[config.mk]
export PLATFORM = sky130hd
export DESIGN_NAME = coin_input_conditioner
export DESIGN_NICKNAME = d
export VERILOG_FILES = /design/src/rtl/coin_input_conditioner.sv
export SDC_FILE = /design/constraint.sdc
export NUM_CORES = 1
export LEC_CHECK = 0
export CORE_AREA = 10 10 121 90
export CTS_CLUSTER_SIZE = 10
export DETAILED_ROUTE_END_ITERATION = 16
export DIE_AREA = 0 0 131 100
export DONT_BUFFER_PORTS = 1
export GPL_TIMING_DRIVEN = 1
export PLACE_DENSITY = 0.49
export SYNTH_ARGS = -nofsm -noshare
export SYNTH_HDL_FRONTEND = slang
export SYNTH_SLANG_ARGS = --single-unit
[constraint.sdc]
create_clock -name clk -period 2.3 [get_ports clk]
set_clock_uncertainty 0.2 [all_clocks]
set_input_delay 0.575 -clock clk [delete_from_list [all_inputs] [get_ports clk]]
set_output_delay 0.575 -clock clk [all_outputs]
set_load 0.05 [all_outputs]
[src/rtl/coin_input_conditioner.sv]
// coin_input_conditioner: synchronizes, debounces and edge-detects the coin and drink-select
// switches, then issues spaced one-cycle coin pulses. Optional macro: COIN_TOTAL_EN.
module coin_input_conditioner #(
    parameter int unsigned DEBOUNCE_CYCLES = 4,
    parameter int unsigned GAP_CYCLES      = 2
) (
    input  logic       clk,
    input  logic       reset,
    input  logic       nickel_raw,
    input  logic       dime_raw,
    input  logic       quarter_raw,
    input  logic       diet_raw,
    input  logic       soda_raw,
`ifdef COIN_TOTAL_EN
    input  logic       total_clr,
    output logic [7:0] coin_total,
`endif
    output logic       n_pulse,
    output logic       d_pulse,
    output logic       q_pulse,
    output logic       diet_sel,
    output logic       drop_err
);
    localparam int unsigned NCH     = 5;
    localparam int unsigned NCOIN   = 3;
    localparam int unsigned CNT_W   = 8;
    localparam int unsigned GAP_W   = 4;
    localparam int unsigned CH_DIET = 3;
    localparam int unsigned CH_SODA = 4;
    localparam logic [CNT_W-1:0] DEB_LIM  = CNT_W'(DEBOUNCE_CYCLES);
    localparam logic [GAP_W-1:0] GAP_LOAD = GAP_W'(GAP_CYCLES);

    logic [NCH-1:0]            raw;
    logic [NCH-1:0]            sync1_q;
    logic [NCH-1:0]            sync2_q;
    logic [NCH-1:0]            deb_q, deb_d;
    logic [NCH-1:0]            strb_q, strb_d;
    logic [NCH-1:0][CNT_W-1:0] cnt_q, cnt_d;
    logic [NCOIN-1:0]          pend_q, pend_d;
    logic [NCOIN-1:0]          pulse_q, pulse_d;
    logic [GAP_W-1:0]          gap_q, gap_d;
    logic                      drop_q, drop_d;
    logic                      sel_q, sel_d;

    // Channel order: nickel, dime, quarter (coins, priority order), then diet, soda.
    assign raw = {soda_raw, diet_raw, quarter_raw, dime_raw, nickel_raw};

    // Debounce: debounced value follows the synced one only after a run of DEBOUNCE_CYCLES differences.
    always_comb begin
        deb_d  = deb_q;
        strb_d = '0;
        cnt_d  = '0;
        for (int i = 0; i < NCH; i++) begin
            if (sync2_q[i] != deb_q[i]) begin
                if (cnt_q[i] + CNT_W'(1) == DEB_LIM) begin
                    deb_d[i]  = sync2_q[i];
                    strb_d[i] = sync2_q[i];
                end else begin
                    cnt_d[i] = cnt_q[i] + CNT_W'(1);
                end
            end
        end
    end

    // Arbiter, pending flags (set beats same-cycle clear) and selection latch.
    always_comb begin
        pulse_d = '0;
        gap_d   = gap_q;
        if (gap_q != '0) begin
            gap_d = gap_q - GAP_W'(1);
        end else if (pend_q != '0) begin
            gap_d = GAP_LOAD;
            if (pend_q[0]) begin
                pulse_d[0] = 1'b1;
            end else if (pend_q[1]) begin
                pulse_d[1] = 1'b1;
            end else begin
                pulse_d[2] = 1'b1;
            end
        end
        pend_d = (pend_q & ~pulse_d) | strb_q[NCOIN-1:0];
        drop_d = |(strb_q[NCOIN-1:0] & pend_q & ~pulse_d);
        sel_d  = sel_q;
        if (strb_q[CH_DIET] && !strb_q[CH_SODA]) begin
            sel_d = 1'b1;
        end else if (strb_q[CH_SODA] && !strb_q[CH_DIET]) begin
            sel_d = 1'b0;
        end
    end

    always_ff @(posedge clk) begin
        if (reset) begin
            sync1_q <= '0;
            sync2_q <= '0;
            deb_q   <= '0;
            strb_q  <= '0;
            cnt_q   <= '0;
            pend_q  <= '0;
            pulse_q <= '0;
            gap_q   <= '0;
            drop_q  <= 1'b0;
            sel_q   <= 1'b0;
        end else begin
            sync1_q <= raw;
            sync2_q <= sync1_q;
            deb_q   <= deb_d;
            strb_q  <= strb_d;
            cnt_q   <= cnt_d;
            pend_q  <= pend_d;
            pulse_q <= pulse_d;
            gap_q   <= gap_d;
            drop_q  <= drop_d;
            sel_q   <= sel_d;
        end
    end

    assign n_pulse  = pulse_q[0];
    assign d_pulse  = pulse_q[1];
    assign q_pulse  = pulse_q[2];
    assign diet_sel = sel_q;
    assign drop_err = drop_q;

`ifdef COIN_TOTAL_EN
    localparam int unsigned TOT_W = 8;

    logic [TOT_W-1:0] total_q, total_d;
    logic [TOT_W-1:0] add;
    logic [TOT_W:0]   sum;

    // Saturating running total of issued coins; clear wins over a same-cycle add.
    always_comb begin
        add = '0;
        if (pulse_q[0]) begin
            add = TOT_W'(5);
        end else if (pulse_q[1]) begin
            add = TOT_W'(10);
        end else if (pulse_q[2]) begin
            add = TOT_W'(25);
        end
        sum = {1'b0, total_q} + {1'b0, add};
        if (total_clr) begin
            total_d = '0;
        end else if (sum[TOT_W]) begin
            total_d = '1;
        end else begin
            total_d = sum[TOT_W-1:0];
        end
    end

    always_ff @(posedge clk) begin
        if (reset) begin
            total_q <= '0;
        end else begin
            total_q <= total_d;
        end
    end

    assign coin_total = total_q;
`endif

endmodule

==> results.toml <==
[run_status]
outcome = "finished clean"

[clock_tree]
hold_buffers = 0
clockBufferDepth = 2
cts_tree = "done"
cts.clk_slew.worst_paths_ps = 50
cts-root-buf = "clkbuf_16"
cts.htree.levels = 3
clk-insertion-delay-late_ps = 330
cts_setup_buffers = 0
cts_made_buffers = 9
clock_sinks = 72
cts-resized-gates = 0

[global_routing]
grt_usage_pct = 7.98
grt_start_max_net_pins = 41
gr-total-overflow = 0
grt_pass1_wl_um = 8250
antenna_found_initial = 0
grt_pass1_vias = 1816

[drt]
wl_per_cell_um = 10.8
dr.pass1.iters = 4
via_per_inst = 4.44
drc_errors = 0
wl_um = 4670
ant_nets = 0
drtIter0Drc = 99
vias = 1914

[sta]
tns_ps = 0
slew_viol_final = 0
fin_crit_ps = 1930
rsz0062_at_grt = "false"
relSlewSlack_pct = 65.7
hold_viol = 0
fin_ws_ps = 367
worstMarginPinSlew_ps = 514
setup-violations-final = 0
max_freq_mhz = 517
fin_crit_sh_pct = 84.0

[worst_setup_path]
critPathMaxFanout = 6
endpoint_kind = "flip-flop"
required_ps = 2370
slowest_stage = "dfxtp_1"
r2r_start = "cnt_q[24]$_SDFF_PP0_"
crit_end = "strb_q[3]$_SDFF_PP0_"
cp_cell_sequence = "ha_1, xnor2_1, nor4bb_1, and3_1, and4bb_1"
r2r-end = "strb_q[3]$_SDFF_PP0_"
critPathKind = "reg2reg"
start_kind = "flip-flop"
crit_path_max_incr_delay_ps = 430
crit_family = "simple AND/OR/NAND/NOR gates"
crit_buf_inv = 0
r2r_slack_ps = 370
arrival_ps = 2010
crit_cells = 5
reg2regPathDepth = 5
startpoint = "cnt_q[24]$_SDFF_PP0_"

[pwr]
leakagePower_uw = 0.00124
switching_power_uw = 612
p_sw_share_pct = 22.0
p_per_area_nw_per_um2 = 832
seqPwrFrac_pct = 47.4
vdd_drop_max_uv = 446
clkPwrFrac_pct = 45.3
combPwrFrac_pct = 7.4
p_int_uw = 2170

[placement]
dp_hpwl_um = 3120
place_congestion = 0.758
numPortBuffers = 0
post-place-cells = 416
postPlaceCellArea_sq_um = 3070
dp_slack_ps = 365

[logic_synthesis]
synth_async_sr_flop_share_pct = 0
ys_ff_latch = 72
ys_types = 46
seq_area_frac_synth_pct = 48.9
yosysWarnings = 0
synth_cells = 299
syn-cell-area_sq_um = 2950
synth-edff-count = 0
synth_area_per_cell_sq_um = 9.87
synth_flop_cell = "dfxtp_1"
synth_fp_nets = 316

[final_layout]
final_cell_mix = "dfxtp_1, nor2_1, xor2_1, nand3_1, nand2b_1"
fillers = 874
multi_input_area_sq_um = 1440
stdcell_count = 431
nNetsFinal = 320
area_growth_pct = 13.2
final_common_cell = "dfxtp_1"
drive_above_1_share_pct = 6.84
regArea_sq_um = 1440
final_cell_area_sq_um = 3340
antenna_cells = 0

[die]
core_sq_um = 8740
rows = 29
pin_count = 12
die_h_um = 100
die_w_um = 131
fp.dieArea_sq_um = 13100
start_util_pct = 33.7

[min_path]
hold_path.class = "in2reg"

[run]
cap_violations = 0
-- layer usage --
metal | global-route usage, % | vias up | wire length (um)
met5 | 0 | - | 0
met1 | 9.99 | 859 | 2470
met3 | 4.42 | 7 | 270
met4 | 3.84 | 0 | 77
li1 | - | 1026 | -
met2 | 10.8 | 22 | 1850
-- registers in the layout, summed over array words and instances (netlist names) --
signal / count
strb_q: 5
cnt_q: 40
gap_q: 4
diet_sel: 1
pulse_q: 3
pend_q: 3
sync2_q: 5
deb_q: 5
drop_err: 1
sync1_q: 5
-- worst min-delay path by stage --
stage,slack (ps),endpoint,depth (start not counted),from
after global routing,100,sync1_q[3]$_SDFF_PP0_,1,reset
after global placement,220,sync2_q[2]$_SDFF_PP0_,1,sync1_q[2]$_SDFF_PP0_
final,110,sync1_q[3]$_SDFF_PP0_,1,reset
after CTS,100,sync1_q[3]$_SDFF_PP0_,1,reset
after floorplan,210,cnt_q[0]$_SDFF_PP0_,1,cnt_q[0]$_SDFF_PP0_
after detailed placement,220,sync2_q[1]$_SDFF_PP0_,1,sync1_q[1]$_SDFF_PP0_
-- worst reg2reg max path: stages, from the launching register on --
cell      delay (ps)
dfxtp_1          430
ha_1             290
xnor2_1          120
nor4bb_1         240
and3_1           380
and4bb_1         230
-- power by group through the flow --
| stage | Clock [uW] | Sequential (uW) | Combinational [uW] |
|---|---|---|---|
| after floorplan | 0 | 1330 | 190 |
| after global placement | 0 | 1340 | 204 |
| after detailed placement | 0 | 1340 | 208 |
| after CTS | 1300 | 1320 | 209 |
| after global routing | 1360 | 1320 | 247 |
| final | 1260 | 1320 | 205 |
-- metrics by stage --
| stage | total power (uW) | hold WS [ps] | utilization, % |
|---|---|---|---|
| after floorplan | 1530 | 213 | - |
| after global placement | 1550 | 220 | 35.1 |
| after detailed placement | 1550 | 220 | 35.1 |
| after CTS | 2830 | 100 | 38.2 |
| after global routing | 2930 | 97.2 | 38.2 |
| final | 2780 | 111 | 38.2 |
-- cell usage after synthesis, drive strengths merged (3+ instances only) --
cell type,number,area [sq um]
a21oi,7,35.0
and3,8,50.1
and4,4,37.5
clkbuf,6,22.5
dfxtp,72,1440
ha,10,125
inv,9,33.8
mux2i,6,60.1
nand2,9,33.8
nand2b,15,101
nand3,16,80.1
nor2,45,169
nor2b,11,68.8
nor3,10,70.1
nor3b,3,27.5
nor4b,3,26.3
o21ai,4,20.0
xnor2,13,114
xor2,23,201
-- layout make-up --
cell class / count / share of cell area (%)
multi-input cells: 211 / 43.2
clock buffers: 15 / 8.02
well taps: 124 / 4.65
flip-flops and latches: 72 / 43.2
inverters: 9 / 1.01
-- kinds of logic (layout without fill, tap and decap cells) --
family          after synthesis  count (layout)  synth area share (%)
xor+xnor                     36              36                  10.7
fa+ha+maj                    10              10                  4.24
compound gates               22              22                  5.64
simple gates                137             137                  26.3
mux                           6               6                  2.04
buf+inv                      16              24                  2.29
flops                        72              72                  48.9
Note: power is estimated with default switching activity, not from simulation.
